**src/rtl/fifo_param.sv**
```systemverilog
`default_nettype none
// ============================================================================
// Module   : fifo_param
// Purpose  : Single-clock FIFO with a parameterised data width, depth and read
//            mode. Provides an occupancy count, almost-full and almost-empty
//            thresholds, and sticky overflow/underflow flags.
// Revision : 1.0 - initial release
// ============================================================================
module fifo_param #(
    parameter int DATA_WIDTH = 32,
    parameter int DEPTH      = 8,
    parameter int ADDR_WIDTH = $clog2(DEPTH),
    parameter int AF_LEVEL   = DEPTH - 2,
    parameter int AE_LEVEL   = 2,
    parameter bit FWFT       = 1'b0
) (
    input  logic                  clk,
    input  logic                  rstn,
    input  logic                  i_wr,
    input  logic [DATA_WIDTH-1:0] i_data_in,
    input  logic                  i_rd,
    output logic [DATA_WIDTH-1:0] o_data_out,
    output logic                  o_full,
    output logic                  o_empty,
    output logic                  o_almost_full,
    output logic                  o_almost_empty,
    output logic [ADDR_WIDTH:0]   o_count,
    output logic                  o_overflow,
    output logic                  o_underflow,
    input  logic                  i_clr_err
);

    localparam logic [ADDR_WIDTH:0]   c_DEPTH    = (ADDR_WIDTH+1)'(DEPTH);
    localparam logic [ADDR_WIDTH:0]   c_AF_LEVEL = (ADDR_WIDTH+1)'(AF_LEVEL);
    localparam logic [ADDR_WIDTH:0]   c_AE_LEVEL = (ADDR_WIDTH+1)'(AE_LEVEL);
    localparam logic [ADDR_WIDTH:0]   c_CNT_ONE  = (ADDR_WIDTH+1)'(1);
    localparam logic [ADDR_WIDTH-1:0] c_PTR_ONE  = ADDR_WIDTH'(1);

    logic [DATA_WIDTH-1:0] r_mem [DEPTH];
    logic [ADDR_WIDTH-1:0] r_wr_ptr;
    logic [ADDR_WIDTH-1:0] r_rd_ptr;
    logic [ADDR_WIDTH:0]   r_count;
    logic                  r_overflow;
    logic                  r_underflow;

    logic w_full;
    logic w_empty;
    logic w_rd_acc;
    logic w_wr_acc;

    // Flags decode only the registered count, so wr/rd never reach them combinationally
    assign w_full   = (r_count == c_DEPTH);
    assign w_empty  = (r_count == '0);
    assign w_rd_acc = i_rd & ~w_empty;
    assign w_wr_acc = i_wr & (~w_full | w_rd_acc);

    always_ff @(posedge clk or negedge rstn) begin
        if (!rstn) begin
            r_wr_ptr    <= '0;
            r_rd_ptr    <= '0;
            r_count     <= '0;
            r_overflow  <= 1'b0;
            r_underflow <= 1'b0;
        end else begin
            if (w_wr_acc) r_wr_ptr <= r_wr_ptr + c_PTR_ONE;
            if (w_rd_acc) r_rd_ptr <= r_rd_ptr + c_PTR_ONE;
            if (w_wr_acc && !w_rd_acc)      r_count <= r_count + c_CNT_ONE;
            else if (w_rd_acc && !w_wr_acc) r_count <= r_count - c_CNT_ONE;
            // A new error event in the same cycle as a clear keeps the flag set
            if (i_wr && !w_wr_acc) r_overflow <= 1'b1;
            else if (i_clr_err)    r_overflow <= 1'b0;
            if (i_rd && w_empty)   r_underflow <= 1'b1;
            else if (i_clr_err)    r_underflow <= 1'b0;
        end
    end

    always_ff @(posedge clk) begin
        if (w_wr_acc) r_mem[r_wr_ptr] <= i_data_in;
    end

    generate
        if (FWFT) begin : g_fwft
            assign o_data_out = w_empty ? '0 : r_mem[r_rd_ptr];
        end else begin : g_std
            logic [DATA_WIDTH-1:0] r_data_out;
            always_ff @(posedge clk or negedge rstn) begin
                if (!rstn)         r_data_out <= '0;
                else if (w_rd_acc) r_data_out <= r_mem[r_rd_ptr];
            end
            assign o_data_out = r_data_out;
        end
    endgenerate

    assign o_full         = w_full;
    assign o_empty        = w_empty;
    assign o_almost_full  = (r_count >= c_AF_LEVEL);
    assign o_almost_empty = (r_count <= c_AE_LEVEL);
    assign o_count        = r_count;
    assign o_overflow     = r_overflow;
    assign o_underflow    = r_underflow;

endmodule
`default_nettype wire

```
**config.mk**
```make
export PLATFORM = sky130hd
export DESIGN_NAME = fifo_param
export DESIGN_NICKNAME = d
export VERILOG_FILES = /design/src/rtl/fifo_param.sv
export SDC_FILE = /design/constraint.sdc
export NUM_CORES = 1
export LEC_CHECK = 0
export ABC_AREA = 0
export BUFFER_PORTS_ARGS = -buffer_cell sky130_fd_sc_hd__buf_2
export CAP_MARGIN = 20
export CORE_AREA = 5 5 226 184
export CTS_CLUSTER_DIAMETER = 30
export DETAILED_ROUTE_END_ITERATION = 6
export DIE_AREA = 0 0 231 189
export GPL_TIMING_DRIVEN = 1
export SYNTH_ARGS = -nofsm -noshare
export SYNTH_HDL_FRONTEND = slang
export SYNTH_SLANG_ARGS = --single-unit
```
**constraint.sdc**
```tcl
create_clock -name clk -period 4.4 [get_ports clk]
set_input_delay 0.44 -clock clk [delete_from_list [all_inputs] [get_ports clk]]
set_output_delay 0.44 -clock clk [all_outputs]
set_load 0.02 [all_outputs]
```
==> results.md <==
- Run status: completed
- Critical path start-end classification: reg -> reg
- Top Ports: 79
- WHS: 0.01103 ns
- Warnings from Yosys: 0
- Proportion of synthesized flip-flops having asynchronous set or reset: 14.67%
- Distinct cell type count of the synthesized netlist: 39
- Post-synthesis sequential element count: 300
- Share of the yosys chip area belonging to registers: 75.73%
- Global router's overall resource usage: 11.16%
- Ratio of cells with drive above 1 in the final layout: about 31%
- DP Wirelength: roughly 13 mm
- Vias in the first global route: about 6,300
- Wire length per cell after detailed routing: around 19 um
- Clock transition time at the flip-flop clock pins of the worst setup and hold paths: 0.05 ns
- Starting density of the core: ~30%
- Number of instances in the synthesized netlist: 653
- # Post-CTS Setup Buffers: 0
- Startpoint class of the critical path: flip-flop
- Total Power: between 10 and 15 mW
- Commonest cells after routing, fill and taps aside: edfxtp_1, buf_2, mux2i_1, clkbuf_16, mux2_2
- Achievable Freq: 0.3242 GHz
- Chip Width: 231 um
- Total congestion overflow after global routing: 0
- Number of cell instances on the worst register-to-register path: 9
- Number of placed instances with taps included: 1,210
- Setup Skew: 0.01518 ns
- Total of max-cap violations: 0
- Endpoint type of the worst setup path: flip-flop
- Library cell used as clock root buffer: clkbuf_16
- # hold bufs at CTS: 0
- Crit share post-route: 70.10%
- # port buffers: 78
- Net count of the mapped netlist: 696
- Arrival time reported for the critical path endpoint: between 3 and 4 ns
- Mean Syn Cell Area: 17.77 um2
- Worst-case headroom to the max-slew limit: 32.71%
- DRC violations left: 0
- Total number of placement rows: 65
- Number of synthesized flops with an enable pin: 256
- Number of clock buffers inserted by TritonCTS: 54
- Total power density per cell area: 744.0 nW/um2
- Final Routed Wirelength: about 24 mm
- Worst stage delay on the critical path: 0.61 ns
- Cell with the biggest individual delay on the critical path: or4b_4
- Buffers from clock root to sink, at most: 3
- Static power due to leakage: approximately 5.2 nW
- Multi-input combinational cell area: between 2000 and 3000 um2
- CTS sink count: 300
- Most frequent standard cell in the layout excluding fill and tap cells: edfxtp_1
- Slew of the pin with the lowest slew margin: 1.009 ns
- Net count of the finished layout: between 800 and 900
- Crit-path cells: or4b_4 > o21ai_4 > inv_4 > ha_1 > inv_1 > ha_1 > a21o_1 > a2111oi_0 > o31ai_1
- # setup viols final: 0
- Cells resized by post-CTS repair: 0
- Total Die Area: 43,660 um2
- Max-slew violation count: 0
- Largest fanout on the critical path: 7
- Overall via count from detail_route: approximately 6,000
- Later-pin clock latency in the skew report: around 0.55 ns
- Wire length of the first global-routing pass: 37.81 mm
- Max IR drop VDD: 0.3416 mV
- Type of the tightest min-delay check: in -> async
- Number of H-tree branching levels: 2
- Main synth FF type: edfxtp_1
- Area of the core: 39,040 um2
- Pin count of the biggest net entering global routing: 68
- Accumulated negative setup slack: 0 ns
- Initial antenna violation count: 3
- Filler cells: 3,592
- Antenna-violating nets left: 0
- Pre-Repair DR Iteration Count: 4
- Non-filler cells, final: 1,314
- Fin crit period: roughly 3.1 ns
- Endpoint required time on the critical path: 4.81 ns
- Total standard cell area after synthesis: between 10,000 and 15,000 um2
- Initial detailed-routing violation count: 439
- Die height: 189 um
- Sequential cell area in the final layout: 8792 um2
- Cell type with the highest occurrence count on the critical path: ha_1
- CTS tree: built
- Weighted congestion reported at the end of routability-driven placement: 0.6845
- Final-report hold violation count: 0
- Area grow syn2layout: 24.92%
- Unrepaired setup endpoints after global routing: no
- Vias per cell: 4.557
area by class of cell:
| type | count | share of cell area (%) |
|---|---|---|
| repair buffers | 92 | 3.867 |
| well taps | 502 | 4.333 |
| flip-flops and latches | 300 | 60.65 |
| clock inverters | 43 | 2.943 |
| clock buffers | 58 | 9.641 |
| diodes | 1 | 0.01726 |
| multi-input cells | 313 | 18.40 |
| inverters | 5 | 0.1467 |
logic make-up after synthesis:
family | synth area share, %
flip-flops | 75.73
multiplexers | 12.01
AO/OA/AOI/OAI | 6.631
AND/OR/NAND/NOR | 2.447
buffers and inverters | 2.016
XOR/XNOR | 0.4528
adder cells (fa/ha/maj) | 0.7116
sequential cells by signal, summed over array words and instances, names as in the netlist:
register,cells
o_data_out,32
o_underflow,1
o_count,4
r_mem,256
r_wr_ptr,3
o_overflow,1
r_rd_ptr,3
final timing paths:
| check | start | slack [ns] | endpoint |
|---|---|---|---|
| max in group asynchronous | rstn | 3.88 | r_rd_ptr[0] |
| hold reg to reg | o_data_out[3] | 0.47 | o_data_out[3] |
| min in group clk | i_data_in[30] | 0.16 | r_mem[5][30] |
| hold / removal | rstn | 0.01 | o_count[2] |
| setup / recovery | o_count[0] | 1.32 | o_count[3] |
| setup reg to reg | o_count[0] | 1.32 | o_count[3] |
Yosys cell counts (2+ instances only):
master,number,area [um2]
edfxtp_1,256,7687
a22oi_1,17,127.6
mux2i_1,65,650.6
buf_4,4,30.03
nor3_1,7,35.03
nand2_2,2,12.51
nor2_1,6,22.52
ha_1,5,62.56
buf_6,7,78.83
inv_1,4,15.01
a22o_1,2,17.52
buf_2,11,55.05
o22ai_1,15,93.84
o21ai_0,2,10.01
o21ai_1,32,160.2
nand2b_1,4,25.02
nand2_1,40,150.1
o221ai_1,17,148.9
clkbuf_1,12,45.04
xnor2_1,5,43.79
a221o_1,15,150.1
dfrtp_1,44,1101
mux2_1,19,214.0
mux2_2,47,529.3
stage by stage:
stage | utilization (%) | instance area [um2] | setup slack (ns)
floorplan | - | 11610 | 0.7066
global placement | 32.31 | 12610 | 1.427
detailed placement | 32.31 | 12610 | 1.304
CTS | 36.99 | 14440 | 1.300
global route | 37.13 | 14490 | 1.120
finish | 37.13 | 14500 | 1.316
worst max-delay path: cells and delay by family, from the launching register on:
kind	cells	cell delay, ns
buf+inv	2	0.24
fa+ha+maj	2	0.49
compound gates	4	1.13
flops	1	0.48
simple gates	1	0.61
report_power, final:
part	total, mW	switching, mW	internal [mW]
logic	2.69	1.57	1.12
registers	4.02	0.366	3.66
clock network	4.07	1.45	2.62
total	10.8	3.39	7.40
routing by layer:
layer  GRT usage, %  share of wire (%)  vias up
met5              0              0.098        -
met4          3.588                2.0        4
met3          3.148                5.3       46
met2          17.79                 47      121
met1          14.87                 45     2972
li1               -                  -     2845
No activity file was read; power rests on OpenSTA's default activity.
